File: config.mk
export PLATFORM = sky130hd
export DESIGN_NAME = sqrt_engine
export DESIGN_NICKNAME = d
export VERILOG_FILES = /design/src/rtl/sqrt_pkg.sv /design/src/rtl/sqrt_step.sv /design/src/rtl/sqrt_engine.sv
export SDC_FILE = /design/constraint.sdc
export NUM_CORES = 1
export LEC_CHECK = 0
export ABC_CLOCK_PERIOD_IN_PS = 5720
export BUFFER_PORTS_ARGS = -buffer_cell sky130_fd_sc_hd__buf_2
export CORE_ASPECT_RATIO = 0.75
export CORE_UTILIZATION = 55
export DETAILED_ROUTE_END_ITERATION = 10
export GPL_TIMING_DRIVEN = 0
export PLACE_DENSITY = 0.76
export SLEW_MARGIN = 20
export SYNTH_ARGS = -nofsm -noshare
export SYNTH_HDL_FRONTEND = slang
export SYNTH_SLANG_ARGS = --single-unit
File: constraint.sdc
create_clock -name Clk -period 5.72 [get_ports Clk]
set_input_delay 1.144 -clock Clk [delete_from_list [all_inputs] [get_ports Clk]]
set_output_delay 1.144 -clock Clk [all_outputs]
set_load 0.005 [all_outputs]
File: src/rtl/sqrt_pkg.sv
// Shared definitions for the square-root engine:
// state encoding and data-memory addresses.
package sqrt_pkg;

    typedef logic [2:0] state_t;

    localparam state_t S_IDLE  = 3'd0;
    localparam state_t S_RD_HI = 3'd1;
    localparam state_t S_RD_LO = 3'd2;
    localparam state_t S_CALC  = 3'd3;
    localparam state_t S_WR    = 3'd4;
    localparam state_t S_DONE  = 3'd5;

    localparam logic [7:0] OPND_HI_ADDR = 8'd16;
    localparam logic [7:0] OPND_LO_ADDR = 8'd17;
    localparam logic [7:0] RESULT_ADDR  = 8'd18;

endpackage

File: src/rtl/sqrt_step.sv
// One restoring digit-by-digit square-root iteration,
// purely combinational.
module sqrt_step (
    input  logic [10:0] rem,
    input  logic [7:0]  root,
    input  logic [1:0]  bits,
    output logic [10:0] rem_next,
    output logic [7:0]  root_next
);

    logic [10:0] rem_sh;
    logic [10:0] trial;

    assign rem_sh = (rem << 2) | {9'd0, bits};
    assign trial  = {1'b0, root, 2'b01};

    always_comb begin
        rem_next  = rem_sh;
        root_next = root << 1;
        if (rem_sh >= trial) begin
            rem_next  = rem_sh - trial;
            root_next = (root << 1) | 8'd1;
        end
    end

endmodule

File: src/rtl/sqrt_engine.sv
// Start/ack square-root responder: reads a 16-bit operand
// from data memory, writes floor(sqrt) back, raises Ack.
module sqrt_engine
    import sqrt_pkg::*;
(
    input  logic       Clk,
    input  logic       Reset,
    input  logic       Start,
    output logic       Ack,
    output logic       Busy,
    output logic [7:0] MemAddr,
    input  logic [7:0] MemRdData,
    output logic       MemWrEn,
    output logic [7:0] MemWrData
);

    state_t      state;
    state_t      next_state;
    logic        start_q;
    logic [15:0] opnd;
    logic [7:0]  root;
    logic [10:0] rem;
    logic [2:0]  iter;
    logic [3:0]  msb;
    logic [1:0]  pair;
    logic [10:0] rem_next;
    logic [7:0]  root_next;

    // Operand pair for this iteration, most significant first.
    assign msb  = 4'd15 - {iter, 1'b0};
    assign pair = opnd[msb -: 2];

    sqrt_step u_step (
        .rem       (rem),
        .root      (root),
        .bits      (pair),
        .rem_next  (rem_next),
        .root_next (root_next)
    );

    always_comb begin
        next_state = state;
        case (state)
            S_IDLE:  if (!Start && start_q) next_state = S_RD_HI;
            S_RD_HI: next_state = S_RD_LO;
            S_RD_LO: next_state = S_CALC;
            S_CALC:  if (iter == 3'd7) next_state = S_WR;
            S_WR:    next_state = S_DONE;
            S_DONE:  if (Start) next_state = S_IDLE;
            default: next_state = S_IDLE;
        endcase
    end

    always_ff @(posedge Clk or negedge Reset) begin
        if (!Reset) begin
            state   <= S_IDLE;
            start_q <= 1'b0;
            Ack     <= 1'b0;
            Busy    <= 1'b0;
            opnd    <= '0;
            root    <= '0;
            rem     <= '0;
            iter    <= '0;
        end else begin
            state   <= next_state;
            start_q <= Start;
            Ack     <= (next_state == S_DONE);
            Busy    <= (next_state != S_IDLE) && (next_state != S_DONE);
            case (state)
                S_RD_HI: opnd[15:8] <= MemRdData;
                S_RD_LO: begin
                    opnd[7:0] <= MemRdData;
                    root      <= '0;
                    rem       <= '0;
                    iter      <= '0;
                end
                S_CALC: begin
                    rem  <= rem_next;
                    root <= root_next;
                    iter <= iter + 3'd1;
                end
                default: ;
            endcase
        end
    end

    always_comb begin
        MemAddr   = 8'd0;
        MemWrEn   = 1'b0;
        MemWrData = 8'd0;
        case (state)
            S_RD_HI: MemAddr = OPND_HI_ADDR;
            S_RD_LO: MemAddr = OPND_LO_ADDR;
            S_WR: begin
                MemAddr   = RESULT_ADDR;
                MemWrEn   = 1'b1;
                MemWrData = root;
            end
            default: ;
        endcase
    end

endmodule

Word level (Yosys, flattened, before mapping)
Cells that the tools add are included.
W data, S select, Z words.
Operators by class
  add/sub/neg operators: 3
  magnitude comparators: 1
  eq/ne operators: 8
  shift operators: 1
  muxes and demuxes: 12
  bitwise gates (word level): 1
  reductions and logical operators: 6
Operator list (count)
  $pmux W3 S6: 1
  $pmux W9 S2: 1
  $shiftx A17 B5 Y2: 1
  $pmux W8 S2: 1
  $pmux W5 S3: 1
  $eq A3 B3 Y1 const B: 4
  $ge A11 B10 Y1: 1
  $or A11 B2 Y11: 1
  $mux W3: 3
  $mux W9: 1
  $sub A9 B9 Y9: 1
  $mux W8: 1
  $eq A3 B2 Y1 const B: 2
  $pmux W3 S2: 1
  $sub A4 B4 Y4 const A: 1
  $add A3 B1 Y3 const B: 1
  $eq A3 B1 Y1 const B: 1
  $logic_not A3 Y1: 1
  $ne A3 B3 Y1 const B: 1
  $reduce_bool A3 Y1: 1
  $logic_and A1 B1 Y1: 2
  $mux W1: 2
  $reduce_bool A2 Y1: 1
  $logic_not A1 Y1: 1
Storage, ports and cells
  register bits: 42
  input port bits: 11
  output and inout port bits: 19
  logic and storage cells: 41

Logic depth before layout (Yosys ltp)
  word-level depth: 6
  mapped depth: 11
  gate-level depth less buffers: 10

Hierarchy
From an unflattened synthesis, not the netlist that was laid out.
Second synthesis, totals
  cells, all modules: 267
  area, all modules: 2635.0 um^2
By module, submodules not included
  sqrt_engine: instances 1, cells an instance 181, area an instance 1975.6 um^2, seq. area each 1101.1 um^2
  sqrt_step: instances 1, cells an instance 86, area an instance 659.4 um^2, seq. area each 0.0 um^2

Worst setup path before layout
OpenSTA, ideal clock, no wires.
  path type: register to register
  start point: reg iter[1]
  end point: reg rem[2]
  library setup time: 0.124 ns
  data arrival time: 2.522 ns
  required time: 5.596 ns
  slack: 3.074 ns
  stages on the path, launching flop included: 12
  path buffers: 2
  period minus slack after synthesis: 2.646 ns
  cell sequence: dfrtp_1 -> buf_6 -> mux4_2 -> mux2i_1 -> ha_1 -> nand3_1 -> o21ai_0 -> a21oi_1 -> o221ai_1 -> clkbuf_1 -> nor3_1 -> a211o_1
On the way
  word-level cells in the longest chain between the ends: 6
  elaborated cells between the ends (all ways): 7
  classes of those cells: 2 x add/sub; 1 x order compare; 1 x shift; 2 x mux; 1 x bitwise
Ends and longest elaborated chain
  start: declaration: RTL line sqrt_engine.sv:23  | logic [2:0] iter;
  start signal: assignment: RTL line sqrt_engine.sv:80  | iter <= iter + 3'd1;
  $sub A4 B4 Y4 *: RTL line sqrt_engine.sv:30  | assign msb = 4'd15 - {iter, 1'b0};
  $shiftx A17 B5 Y2 *: RTL line sqrt_engine.sv:31  | assign pair = opnd[msb -: 2];
  $or A11 B2 Y11 *: RTL line sqrt_step.sv:14  | assign rem_sh = (rem << 2) | {9'd0, bits};
  $sub A9 B9 Y9 or $ge A11 B10 Y1 (tied branches): RTL line sqrt_step.sv:21, sqrt_step.sv:20
  $mux W9 *: RTL line sqrt_step.sv:20  | if (rem_sh >= trial) begin
  $pmux W9 S2 *: RTL line sqrt_engine.sv:69  | case (state)
  end signal: assignment: RTL line sqrt_engine.sv:78  | rem <= rem_next;
  end: declaration: RTL line sqrt_engine.sv:22  | logic [10:0] rem;
Mark *: on every way between the ends. The rest lies on a longest branch, timed or not.
A chain may end at the register's enable or synchronous reset.

Final worst setup path
  start point: reg state[2]
  end point: out MemAddr[0]
On the way
  word-level cells in the longest chain between the ends: 2
  elaborated cells between the ends (all ways): 4
  classes of those cells: 3 x eq/ne; 1 x mux
Ends and longest elaborated chain
  start: declaration: RTL line sqrt_engine.sv:17  | state_t state;
  start signal: assignment: RTL line sqrt_engine.sv:65  | state <= next_state;
  $eq A3 B3 Y1, or another cell as far along: RTL line sqrt_engine.sv:91  | case (state)
  $pmux W5 S3 *: RTL line sqrt_engine.sv:91
  end: declaration: RTL line sqrt_engine.sv:11  | output logic [7:0] MemAddr,
Marked as above.

==> impl_metrics.csv <==
group,metric,value,unit
clock_tree,clk_path_buf_depth,2,
outcome,status,"finished clean",
clock_tree,cts_root_buf,"clkbuf_8",
placement,dp.cells,344,
route,wl,5370,um
clock_tree,clock_sinks,42,
grt,overflow,0,
setup_path,crit_type,"register to primary output",
yosys,ys.flop_type,"dfrtp_1",
floorplanning,die_y,61.3,um
power_and_ir_drop,p_per_area,683,nW/um2
route,drc,0,
clock_tree,clkLatencyLatePin,290,ps
min_path,hp-class,"register to register",
clock_tree,hold_buffers,0,
route,drtPass1Iterations,4,
floorplanning,ios,30,
floorplanning,start_util,0.574,
layout,nets,317,
floorplanning,die_width,81.1,um
sta,period_share,0.564,
min_path,hp-start,"root[0]",
yosys,yosys-top-cells-area,"dfrtp_1, mux2_2, ha_1, o21ai_0, mux4_2",
power_and_ir_drop,max-vdd-ir-drop,0.305,mV
yosys,yosys.cell_types.count,50,
grt,grt_max_degree,43,
floorplanning,core,4490,um2
setup_path,crit_fanout,9,
yosys,netlist.area_leader.share,0.407,
clock_tree,ctsHtreeMaxLevel,2,
grt,grt_pass1_vias,1834,
yosys,ys_ff_latch,42,
route,via_per_inst,5.76,
power_and_ir_drop,total_power,1.96,mW
yosys,synthTopCellsByCount,"dfrtp_1, nand2_1, o21ai_0",
sta,setup_viol,0,
grt,grt_usage,0.249,
layout,fin_util,0.638,
setup_path,r2r-start,"iter[1]",
yosys,yosysMostFrequentCell,"dfrtp_1",
clock_tree,clk_pin_slew,80,ps
route,wire_per_inst,15.3,um
grt,grt_first_pass_wirelength,9130,um
yosys,ys_warn_count,0,
clock_tree,post-cts-setup-buffer-count,0,
yosys,avgSynthCellArea,9.97,um2
clock_tree,cts_tree,"done",
power_and_ir_drop,p_leak,1.27,nW
setup_path,worstPathArrival,2080,ps
sta,max-slew-margin-rel,0.393,
run,cap_violations,0,
sta,fin_hold_ws,517,ps
layout,drive_gt1_frac,0.248,
sta,tightest_slew,911,ps
sta,setup_tns,0,ps
placement,pre_cts_ws,2630,ps
setup_path,crit_path_end_kind,"primary output",
sta,hold_viol,0,
sta,final.setup.worst_slack,2490,ps
grt,antenna_found_initial,0,
route,drt-initial-drc-count,112,
placement,place_congestion,0.886,
placement,placed_cell_area,2790,um2
layout,area_growth,11.1,%
layout,fin_cells,351,
clock_tree,cts_resized,0,
yosys,yosysTopAreaCell,"dfrtp_1",
sta,fmax,0.310,GHz
layout,fillers,394,
yosys,netlist_area,2580,um2
sta,grt_setup_unrepaired,"no",
placement,dp_hpwl,4030,um
setup_path,startpoint,"state[2]",
sta,final-max-slew-violation-count,0,
placement,port_buffers,24,
yosys,synthCells,259,
layout,n_antenna_cell,0,
setup_path,required,4580,ps
yosys,ys_seq_area_frac,0.407,
clock_tree,cts-buffers-inserted,5,
sta,final.min_clock_period,3230,ps
layout,design_area,2870,um2
route,antenna_left,0,
floorplanning,rows,21,
yosys,async_reset_ff_frac,1.00,
layout,multi_input_area,1370,um2
yosys,synth_edf_count,0,
floorplanning,die_area,4970,um2
setup_path,cp-start-kind,"register",
layout,seq_area,1050,um2
sta,skew,6.78,ps
route,vias,2021,
-- sequential cells by signal, summed over array words and instances, names as in the netlist --
signal   cells
opnd        16
rem          9
Ack          1
state        3
Busy         1
root         8
start_q      1
iter         3
-- power breakdown --
part           switching, mW  internal (mW)
Sequential             0.108          0.443
Combinational          0.670          0.557
Clock                 0.0967         0.0837
Total                  0.874           1.08
-- layout by cell type, fill, tap and decap left out, drive strengths merged, types with 5 or more instances in the layout --
cell | Yosys | routed
inv | 13 | 13
nor3 | 17 | 17
clkbuf | 9 | 15
nand3 | 14 | 14
mux2 | 17 | 17
nor3b | 5 | 5
buf | 14 | 38
o21ai | 20 | 20
a21oi | 6 | 6
dfrtp | 42 | 42
nor4 | 5 | 5
ha | 12 | 12
nor2 | 10 | 10
nand2 | 21 | 21
conb | 1 | 5
-- cell type report --
class                   instances  share of cell area
multi-input cells             185               0.476
flip-flops and latches         42               0.366
plain buffers                  23              0.0454
repair buffers                 24              0.0419
clock buffers                   6              0.0253
well taps                      57              0.0249
inverters                      13              0.0170
clock inverters                 1             0.00262
-- kinds of logic (layout without fill, tap and decap cells) --
| group | Yosys count | after routing | share of synthesized area |
|---|---|---|---|
| AO/OA/AOI/OAI | 51 | 51 | 0.133 |
| XOR/XNOR | 5 | 5 | 0.0170 |
| adder cells (fa/ha/maj) | 12 | 12 | 0.0582 |
| buffers and inverters | 36 | 67 | 0.0693 |
| flip-flops | 42 | 42 | 0.407 |
| multiplexers | 22 | 22 | 0.113 |
| other | 1 | 5 | 0.00145 |
| AND/OR/NAND/NOR | 90 | 90 | 0.201 |
-- per-layer routing --
metal,track usage,vias up,routed length [um]
met4,0.0587,0,41
met3,0.0444,4,295
met1,0.393,977,2790
li1,-,996,-
met5,0,-,0
met2,0.354,44,2240
-- worst paths after layout --
kind	end	slack, ps	cells after the start
setup / recovery	MemAddr[0]	2490	4
hold / removal	root[1]	520	2
setup reg to reg	rem[2]	2560	11
hold reg to reg	root[1]	520	2
max in group asynchronous	rem[1]	4170	1
min in group asynchronous	Busy	980	1
-- critical path: stages (launching register included) --
cell and delay [ps]:
dfrtp_1 370, clkbuf_1 190, nand2b_1 310, nor2_1 680, buf_2 240
Note: power is estimated with default switching activity, not from simulation.
